File: config.mk
export PLATFORM = sky130hd
export DESIGN_NAME = motoro3_step_sequencer
export DESIGN_NICKNAME = d
export VERILOG_FILES = /design/src/rtl/motoro3_pkg.sv /design/src/rtl/motoro3_step_counter.sv /design/src/rtl/motoro3_step_sequencer.sv
export SDC_FILE = /design/constraint.sdc
export NUM_CORES = 1
export LEC_CHECK = 0
export CORE_ASPECT_RATIO = 0.8
export CORE_MARGIN = 4
export CORE_UTILIZATION = 45
export DETAILED_ROUTE_END_ITERATION = 12
export PLACE_DENSITY = 0.68
export SYNTH_ARGS = -nofsm -noshare
export SYNTH_HDL_FRONTEND = slang
export SYNTH_HIERARCHICAL = 1
export SYNTH_SLANG_ARGS = --single-unit
File: constraint.sdc
create_clock -name clk -period 5.8 [get_ports clk]
set_input_delay 0.87 -clock clk [delete_from_list [all_inputs] [get_ports clk]]
set_output_delay 0.87 -clock clk [all_outputs]
set_load 0.005 [all_outputs]
File: src/rtl/motoro3_pkg.sv
// Shared state encoding and step constants for the motoro3 commutation sequencer.
package motoro3_pkg;

  typedef enum logic [1:0] {
    SEQ_IDLE,
    SEQ_ARM,
    SEQ_RUN,
    SEQ_STOPPING
  } seq_state_e;

  localparam logic [3:0] STEP_MAX   = 4'd11;
  localparam logic [3:0] HALF_FWD_A = 4'd5;
  localparam logic [3:0] HALF_FWD_B = 4'd11;
  localparam logic [3:0] HALF_REV_A = 4'd6;
  localparam logic [3:0] HALF_REV_B = 4'd0;
  localparam int         MIN_STEP_LEN = 4;

  // True when the step closes a half electrical cycle in the given direction.
  function automatic logic is_half_last(input logic [3:0] step, input logic rev);
    return rev ? ((step == HALF_REV_A) || (step == HALF_REV_B))
               : ((step == HALF_FWD_A) || (step == HALF_FWD_B));
  endfunction

endpackage

File: src/rtl/motoro3_step_counter.sv
// Wrapping 0..11 electrical step counter with synchronous clear, enable and direction.
module motoro3_step_counter
  import motoro3_pkg::*;
(
  input  logic       clk,
  input  logic       nRst,
  input  logic       clr,
  input  logic       en,
  input  logic       rev,
  output logic [3:0] step
);

  logic [3:0] step_q, step_d;

  always_comb begin
    step_d = step_q;
    if (clr) begin
      step_d = 4'd0;
    end else if (en) begin
      if (rev) step_d = (step_q == 4'd0) ? STEP_MAX : step_q - 4'd1;
      else     step_d = (step_q == STEP_MAX) ? 4'd0 : step_q + 4'd1;
    end
  end

  // Falling-edge update keeps this aligned with the PWM datapath.
  always_ff @(negedge clk) begin
    if (!nRst) step_q <= 4'd0;
    else       step_q <= step_d;
  end

  assign step = step_q;

endmodule

File: src/rtl/motoro3_step_sequencer.sv
// 12-step commutation scheduler feeding motoro3_pwm_generator.
// Build option M3SEQ_STOP_AT_HALF_EN: a stop request only completes at a half-cycle step end.
module motoro3_step_sequencer
  import motoro3_pkg::*;
#(
  parameter int CNT_W = 25,
  parameter int REV_W = 16
) (
  input  logic             clk,
  input  logic             nRst,
  input  logic             start,
  input  logic             stop,
  input  logic             dirRev,
  input  logic [CNT_W-1:0] m3r_stepLen,
  output logic [3:0]       sgStep,
  output logic [CNT_W-1:0] m3cnt,
  output logic             m3cntFirst2,
  output logic             m3cntFirst1,
  output logic             m3cntLast2,
  output logic             m3cntLast1,
  output logic             pwmActive1,
  output logic             pwmLastStep1,
  output logic             stepTick,
  output logic             cycleDone,
  output logic [REV_W-1:0] revCnt
);

  seq_state_e       state_q, state_d;
  logic [CNT_W-1:0] cnt_q, cnt_d;
  logic [CNT_W-1:0] len_q, len_d;
  logic             dir_q, dir_d;
  logic [REV_W-1:0] rev_q, rev_d;
  logic [CNT_W-1:0] len_samp;
  logic             step_en, step_clr, step_dir;
  logic             active, last1, half_last, stop_boundary, cycle_end;

  motoro3_step_counter u_step (
    .clk  (clk),
    .nRst (nRst),
    .clr  (step_clr),
    .en   (step_en),
    .rev  (step_dir),
    .step (sgStep)
  );

  // Clamping to four clocks keeps First2/First1/Last2/Last1 on distinct clocks.
  assign len_samp  = (m3r_stepLen < CNT_W'(MIN_STEP_LEN)) ? CNT_W'(MIN_STEP_LEN) : m3r_stepLen;
  assign active    = (state_q == SEQ_RUN) || (state_q == SEQ_STOPPING);
  assign last1     = active && (cnt_q == '0);
  assign half_last = is_half_last(sgStep, dir_q);
  assign cycle_end = last1 && (sgStep == (dir_q ? 4'd0 : STEP_MAX));

`ifdef M3SEQ_STOP_AT_HALF_EN
  assign stop_boundary = half_last;
`else
  assign stop_boundary = 1'b1;
`endif

  always_comb begin
    state_d  = state_q;
    cnt_d    = cnt_q;
    len_d    = len_q;
    dir_d    = dir_q;
    rev_d    = cycle_end ? rev_q + REV_W'(1) : rev_q;
    step_en  = 1'b0;
    step_clr = 1'b0;
    step_dir = dir_q;
    case (state_q)
      SEQ_IDLE: begin
        if (start && !stop) state_d = SEQ_ARM;
      end
      SEQ_ARM: begin
        if (stop) begin
          state_d = SEQ_IDLE;
        end else begin
          state_d  = SEQ_RUN;
          len_d    = len_samp;
          dir_d    = dirRev;
          cnt_d    = len_samp - CNT_W'(1);
          step_clr = 1'b1;
        end
      end
      SEQ_RUN, SEQ_STOPPING: begin
        if ((state_q == SEQ_RUN) && stop) state_d = SEQ_STOPPING;
        if (cnt_q != '0) begin
          cnt_d = cnt_q - CNT_W'(1);
        end else if ((state_q == SEQ_STOPPING) && stop_boundary) begin
          state_d = SEQ_IDLE;
          cnt_d   = '0;
        end else begin
          // Step boundary: new length/direction apply to the step being entered.
          len_d    = len_samp;
          dir_d    = dirRev;
          cnt_d    = len_samp - CNT_W'(1);
          step_en  = 1'b1;
          step_dir = dirRev;
        end
      end
      default: state_d = SEQ_IDLE;
    endcase
  end

  always_ff @(negedge clk) begin
    if (!nRst) begin
      state_q <= SEQ_IDLE;
      cnt_q   <= '0;
      len_q   <= CNT_W'(MIN_STEP_LEN);
      dir_q   <= 1'b0;
      rev_q   <= '0;
    end else begin
      state_q <= state_d;
      cnt_q   <= cnt_d;
      len_q   <= len_d;
      dir_q   <= dir_d;
      rev_q   <= rev_d;
    end
  end

  assign m3cnt        = cnt_q;
  assign pwmActive1   = active;
  assign m3cntFirst2  = active && (cnt_q == len_q - CNT_W'(1));
  assign m3cntFirst1  = active && (cnt_q == len_q - CNT_W'(2));
  assign m3cntLast2   = active && (cnt_q == CNT_W'(1));
  assign m3cntLast1   = last1;
  assign stepTick     = last1;
  assign pwmLastStep1 = active && half_last;
  assign cycleDone    = cycle_end;
  assign revCnt       = rev_q;

endmodule

Yosys cells after proc, flatten, opt, wreduce, memory -nomap -nowiden
Cells that the tools add are included.
{"block": "totals", "word_cells": 80, "in_bits": 30, "regBits": 73}
{"block": "op_classes", "eq_ne": 14, "bitwise": 1, "add_sub_neg": 7, "order_cmp": 1, "mux": 30, "n_reduce_logical": 21}
{"cell": "25-bit two-way mux", "count": 7}
{"cell": "25-bit case mux with 2 select lines", "count": 2}
{"cell": "25-bit by 1-bit subtractor with 25-bit output, second input constant", "count": 3}
{"cell": "25-bit == test", "count": 2}
{"cell": "25-bit by 1-bit == test with 1-bit output, second input constant", "count": 1}
{"cell": "25-bit zero test", "count": 1}
{"cell": "25-bit by 3-bit less-than comparator with 1-bit output, second input constant", "count": 1}
{"cell": "25-bit nonzero test", "count": 1}
{"cell": "25-bit by 2-bit subtractor with 25-bit output, second input constant", "count": 1}
{"cell": "16-bit by 1-bit adder with 16-bit output, second input constant", "count": 1}
{"cell": "4-bit two-way mux", "count": 4}
{"cell": "1-bit two-way mux", "count": 10}
{"cell": "2-bit two-way mux", "count": 5}
{"cell": "4-bit by 3-bit == test with 1-bit output, second input constant", "count": 2}
{"cell": "1-bit logical AND", "count": 8}
{"cell": "2-bit != test, second input constant", "count": 4}
{"cell": "2-bit case mux with 3 select lines", "count": 1}
{"cell": "4-bit by 1-bit adder with 4-bit output, second input constant", "count": 1}
{"cell": "2-bit == test, second input constant", "count": 2}
{"cell": "4-bit == test", "count": 1}
{"cell": "4-bit == test, second input constant", "count": 1}
{"cell": "4-bit zero test", "count": 1}
{"cell": "4-bit AND reduction", "count": 1}
{"cell": "2-bit OR reduction", "count": 2}
{"cell": "9 further kinds", "count": 11}

Depth between registers and ports, before layout
Gate-level depths: netlist of the first run.
{"block": "depth", "ltp_word": 6, "ltp_mapped": 12}

Hierarchy
Netlist of the first run, hierarchy kept.
{"mod": "motoro3_step_sequencer", "cells_each": 735, "area_per_inst_um2": 5494.0, "n_inst": 1}
{"mod": "motoro3_step_counter", "cells_each": 42, "area_per_inst_um2": 309.0, "n_inst": 1}

==> results by group, run 1 <==
Status
  • Status: complete, but fails checks
  • Failing checks: setup timing

Power
  • Lkg Pwr: 3.97 nW
  • Sequential share of power: 26.5%
  • Comb power frac: 36.6%
  • P per Cell Area: 224 mW/mm^2
  • Largest vdd supply drop: 167 uV
  • Internal: 0.00127 W
  • Switching Fraction: 39.7%
  • Clk pwr share: 36.9%
  • Sw Pwr: 0.000834 W

Setup path
  • Worst Reg-to-Reg Cells: 16
  • Crit-path cells: inv_2 -> ha_2 -> and2_1 -> buf_4 -> or3_1 -> nor3_2 -> and4_1 -> o221ai_4 -> nor4_2 -> buf_2
  • CP peak stage delay: 0.36 ns
  • Critical path depth: 10
  • Crit-path slowest cell: dfxtp_1
  • Critical Path AT: 5.55 ns
  • CP startpoint kind: register
  • Crit. End Element: primary output
  • WP buf/inv: 3
  • Crit path max fanout: 5
  • Critical path's top delay family: simple AND/OR/NAND/NOR gates
  • CP Data Required Time: 4.93 ns
  • Setup CP Type: reg -> out

Timing
  • Worst-margin pin slew: 0.928 ns
  • Worst Clk Skew: 0.0297 ns
  • Final setup fails: 5
  • Rel. slew slack: 37.9%
  • RSZ-0062 raised after global routing: true
  • Final Hold Vio Count: 0
  • Max-slew violations: 0
  • Final setup margin: -0.621 ns

Synth
  • YS warnings: 6
  • Synth top area cells: dfxtp_1, xnor2_1, nand2_1
  • Syn_area_per_cell: 7.47 um^2
  • Netlist cell types: 78
  • Ys async rst share: 0%
  • Post-Syn Nets: 816
  • Seq cells post-synth: 73
  • Post-synth top area cell: dfxtp_1
  • EDFF count, synth: 0
  • Sequential area share after synthesis: 25.2%
  • Gate Count Post-Synth: 777
  • Synth Flop Type: dfxtp_1
  • Post-synth top area share: 25.2%
  • Post-synthesis cell area: 0.00580 mm^2

Drt
  • Drt first pass iters: 5
  • DR DRC count: 0
  • WL/cell: 19.0 um
  • ANT nets after route: 0
  • Via Count: 7539
  • Vias/cell: 5.88
  • DR iter-0 viols: 648
  • Routed wire length: 24300 um

CTS
  • Worst-path clk slew: 0.04 ns
  • Clock sinks: 73
  • Clk Latency, worst-skew pair: 0.42 ns
  • Hold-fix buffers, CTS: 0
  • Clk buf depth: 2
  • CTS tree: built
  • TritonCTS Buffers: 9
  • Htree depth: 3
  • Clock root buffer: clkbuf_16

Floorplanning
  • Die width: 135 um
  • Row count: 36
  • Die ar.: 0.0148 mm^2
  • Core area: 0.0124 mm^2
  • Die H: 110 um
  • Initial Utilization: 46.8%
  • Ports: 83

GRT
  • GRT overflow: 0
  • Initial antenna violation count: 0
  • Largest net degree at the start of global routing: 25
  • Number of global-route vias before repair: 7390
  • Tot GR Track Use: 32.4%
  • First-pass GRT wire length: 37900 um

Cells and area
  • Share of cells above drive strength 1: 31.2%
  • Nets: 1145
  • Fill count: 926
  • Post-Layout Inst Area: 0.00937 mm^2
  • Multi-input gate area: 0.00449 mm^2
  • Core Util, Final: 75.6%
  • Sequential Area: 0.00150 mm^2
  • Synthesis-to-layout area growth: 61.4%
  • ANT cells: 0
  • Commonest non-fill, non-tap cell in the layout: buf_4
  • Most frequent cells in the layout: buf_4, inv_1, nand2_1

Placement
  • DP HPWL: 18000 um
  • Gpl congestion: 1.04
  • Post-DP Area: 0.00821 mm^2
  • Number of buffers added on ports: 82

Hold path
  • Hold Crit Class: reg -> reg
  • Worst Hold Depth: 2

Run
  • Max_cap viols: 0
-- per-layer routing --
layer / vias to the layer above / global-route usage, % / share of wire [%]
li1: 3511 / - / -
met1: 3574 / 40.8 / 42
met2: 395 / 52.0 / 46
met3: 59 / 10.2 / 9.1
met4: 0 / 13.4 / 3.0
met5: - / 0 / 0
-- worst reg2reg max path, cell delays in order, from the launching register on --
cell     delay (ns)
dfxtp_4        0.36
buf_6          0.13
nor4_4         0.28
buf_4          0.19
nand4_4        0.11
buf_6          0.15
nor4_4         0.19
buf_4          0.16
buf_6          0.09
buf_4          0.09
buf_4          0.10
nor2b_1        0.58
mux2_2         0.49
nor3b_1        0.22
o21ai_0        0.10
o22ai_1        0.15
nor2_1         0.05
-- registers in the layout, summed over array words and instances, names as in the netlist --
name         count
u_step/step      4
revCnt          16
dir_q            1
len_q           25
state_q          2
m3cnt           25
-- power by group through the flow --
| stage | Clock [W] | Sequential [W] | Combinational (W) |
|---|---|---|---|
| 6_report | 0.000775 | 0.000556 | 0.000770 |
| 5_1_grt | 0.000844 | 0.000557 | 0.000818 |
| 4_1_cts | 0.000782 | 0.000554 | 0.000719 |
| 3_5_place_dp | 0.0000786 | 0.000563 | 0.000652 |
| 3_3_place_gp | 0.0000786 | 0.000563 | 0.000643 |
| 2_1_floorplan | 0.0000786 | 0.000560 | 0.000358 |
-- synth_stat cells (18+ instances only) --
master / count
clkbuf_1: 42
nand4_1: 19
nand3_1: 24
nor3_1: 28
nor4_1: 25
a21oi_1: 62
xor2_1: 36
nand2_1: 91
nor2_1: 53
dfxtp_1: 73
inv_1: 22
o21ai_0: 32
or3_1: 18
xnor2_1: 42
-- worst paths after layout --
check	start	end	slack, ns
setup / recovery	len_q[2]	m3cntFirst2	-0.62
hold reg to reg	len_q[24]	len_q[24]	0.47
setup reg to reg	m3cnt[11]	u_step/step[0]	2.22
hold / removal	len_q[24]	len_q[24]	0.47
-- cells by family after synthesis --
group	Yosys count	synth area share (%)
flip-flops	73	25.2
AND/OR/NAND/NOR	347	33.9
XOR/XNOR	78	11.8
multiplexers	7	1.27
AO/OA/AOI/OAI	185	20.6
adder cells (fa/ha/maj)	9	1.94
buffers and inverters	78	5.35
-- metrics by stage --
| stage | setup slack, ns | cells | total power, W | hold slack [ns] | setup TNS [ns] |
|---|---|---|---|---|---|
| after floorplan | -0.195 | 777 | 0.000997 | 0.444 | -1.45 |
| after global placement | -0.761 | 1159 | 0.00128 | 0.454 | -11.79 |
| after detailed placement | -0.776 | 1159 | 0.00129 | 0.468 | -12.69 |
| after CTS | -0.623 | 1269 | 0.00206 | 0.474 | -1.43 |
| after global routing | -0.755 | 1282 | 0.00222 | 0.515 | -2.23 |
| final | -0.621 | 1282 | 0.00210 | 0.468 | -1.60 |
-- area by class of cell --
class | count | area share, %
flip-flops and latches | 73 | 16.0
repair buffers | 301 | 26.8
inverters | 22 | 0.935
well taps | 171 | 2.28
clock inverters | 80 | 3.59
clock buffers | 9 | 2.40
multi-input cells | 626 | 48.0
-- timing repair --
action / 4_1_cts / 5_1_grt
setup buffers: 23 / 15
gates resized for setup: 105 / 50
endpoints found under the setup margin: 22 / 18
cloned: 0 / 0
pin swaps: 32 / 31
No activity file was read; power rests on OpenSTA's default activity.
==> inputs of run 2 (changes only) <==
--- a/config.mk
+++ b/config.mk
@@ -6,7 +6,7 @@
 export NUM_CORES = 1
 export LEC_CHECK = 0
 export CORE_ASPECT_RATIO = 0.8
-export CORE_MARGIN = 4
+export CORE_MARGIN = 5
 export CORE_UTILIZATION = 45
 export DETAILED_ROUTE_END_ITERATION = 12
 export PLACE_DENSITY = 0.68
==> results by group, run 2 (synthesis gave the netlist of run 1 again) <==
Setup path
  • CP peak stage delay: 0.47 ns (+0.11 ns)
  • CP Data Required Time: 4.93 ns (about the same)
  • Setup CP Type: reg -> out
  • Critical path's top delay family: simple AND/OR/NAND/NOR gates
  • WP buf/inv: 1 (-2)
  • Crit path max fanout: 4 (-1)
  • Cell repeated most along the worst path: nand4_1
  • Crit-path slowest cell: or4_4
  • Crit-path cells: nor4_4 -> nand4_1 -> or4_4 -> a2111oi_4 -> nand4_1 -> nor4_2 -> buf_2
  • Crit. End Element: primary output
  • CP startpoint kind: register
  • Critical Path AT: 5.47 ns (-0.08 ns)

Drt
  • WL met1: 10500 um (+1.9%)
  • Drt first pass iters: 6 (+1)
  • ANT nets after route: 0 (unchanged)
  • Routed wire length: 24100 um (-0.74%)
  • Met2 wire len: 10800 um (-2.2%)
  • DR iter-0 viols: 833 (+29%)
  • Highest routed layer: met4
  • DR DRC count: 0 (unchanged)
  • WL/cell: 18.9 um (-0.27%)
  • Met3 routed WL: 2130 um (-3.9%)
  • Via Count: 7537 (-0.027%)
  • Vias/cell: 5.91 (+0.44%)

Placement
  • Dpl cells: 1156 (-0.26%)
  • Gpl congestion: 0.940 (-9.3%)
  • Number of buffers added on ports: 82 (unchanged)
  • DP HPWL: 17800 um (-1.0%)

CTS
  • Worst-path clk slew: 0.04 ns (about the same)
  • Clk Latency, worst-skew pair: 0.41 ns (about the same)
  • Htree depth: 3 (unchanged)
  • Clk buf depth: 2 (unchanged)
  • Clock sinks: 73 (unchanged)
  • Clock root buffer: clkbuf_16
  • Hold-fix buffers, CTS: 0 (unchanged)
  • CTS tree: built
  • TritonCTS Buffers: 9 (unchanged)

Status
  • Status: complete, but fails checks
  • Failing checks: setup timing

Cells and area
  • Commonest non-fill, non-tap cell in the layout: buf_4
  • Final Non-Filler Cells: 1276 (-0.47%)
  • Nets: 1135 (-0.87%)
  • ANT cells: 0 (unchanged)
  • Share of cells above drive strength 1: 32.0% (+0.74 points)
  • Fill count: 1030 (+11%)
  • Synthesis-to-layout area growth: 61.3% (about the same)
  • Most frequent cells in the layout: buf_4, inv_1, nand2_1

Floorplanning
  • Die width: 137 um (+1.5%)
  • Row count: 37 (+2.8%)
  • Initial Utilization: 45.6% (-1.3 points)
  • Ports: 83 (unchanged)
  • Die ar.: 0.0153 mm^2 (+3.3%)
  • Die H: 112 um (+1.8%)
  • Core area: 0.0127 mm^2 (+2.8%)

Power
  • P per Cell Area: 223 mW/mm^2 (-0.54%)
  • Total Power: 0.00209 W (-0.58%)
  • Largest vdd supply drop: 174 uV (+4.2%)
  • Lkg Pwr: 3.97 nW (about the same)

Timing
  • Rel. slew slack: 33.7% (-4.2 points)
  • Worst-margin pin slew: 0.983 ns (+0.0556 ns)
  • Final setup margin: -0.541 ns (+0.0802 ns)
  • Worst Clk Skew: 0.0286 ns (-0.00117 ns)
  • Final Hold Vio Count: 0 (unchanged)
  • Max-slew violations: 0 (unchanged)
  • RSZ-0062 raised after global routing: true
  • Final hold slack: 0.459 ns (-0.00824 ns)
  • Final setup fails: 4 (-1)

GRT
  • GRT overflow: 0 (unchanged)
  • Largest net degree at the start of global routing: 58 (+130%)
  • First-pass GRT wire length: 37400 um (-1.3%)
  • Number of global-route vias before repair: 7331 (-0.80%)
  • Tot GR Track Use: 30.5% (-1.9 points)
  • Initial antenna violation count: 0 (unchanged)

Hold path
  • Hold Crit Class: reg -> reg

Run
  • Max_cap viols: 0 (unchanged)
run 2: layout make-up:
cell class | count | area, um^2 | area share, %
multi-input cells | 626 | 4540 | 48.5
clock inverters | 80 | 327 | 3.49
flip-flops and latches | 73 | 1490 | 16.0
inverters | 22 | 87.6 | 0.936
repair buffers | 291 | 2470 | 26.4
clock buffers | 9 | 225 | 2.41
well taps | 175 | 219 | 2.34
run 2: through the flow:
step	util (%)	TNS, ns	instance area [um^2]	worst slack [ns]
floorplan	-	-1.45	6040	-0.195
global placement	64.3	-11.78	8190	-0.619
global route	73.5	-1.74	9360	-0.706
detailed placement	64.3	-13.08	8190	-0.707
CTS	71.2	-1.46	9060	-0.722
finish	73.5	-1.08	9360	-0.541
run 2: report_power, final:
group          total (W)  leakage (nW)  switching [W]  internal, W
clock           0.000758         0.528       0.000396     0.000362
combinational   0.000771          2.84       0.000396     0.000375
sequential      0.000560         0.601      0.0000322     0.000528
run 2: final timing paths:
check / end / slack (ns) / cells after the start / from
setup / recovery: m3cntFirst1 / -0.54 / 7 / len_q[4]
hold / removal: len_q[24] / 0.46 / 2 / len_q[24]
setup reg to reg: u_step/step[3] / 2.45 / 13 / m3cnt[17]
hold reg to reg: len_q[24] / 0.46 / 2 / len_q[24]
run 2: tightest hold or removal path, delay by kind of cell (launching register included):
family,cells,cell delay (ns)
flops,1,0.31
compound gates,1,0.05
simple gates,1,0.05
run 2: timing repair:
action                                  CTS  global route
gates resized for setup                 115            67
cloned                                    0             1
buffers inserted                         18            16
endpoints found under the setup margin   24            17
pin swaps                                36            44
run 2: layer usage:
metal,vias to the layer above,track usage (%)
met5,-,0
met4,0,11.4
met3,63,6.41
met2,416,46.7
met1,3559,42.2
li1,3499,-
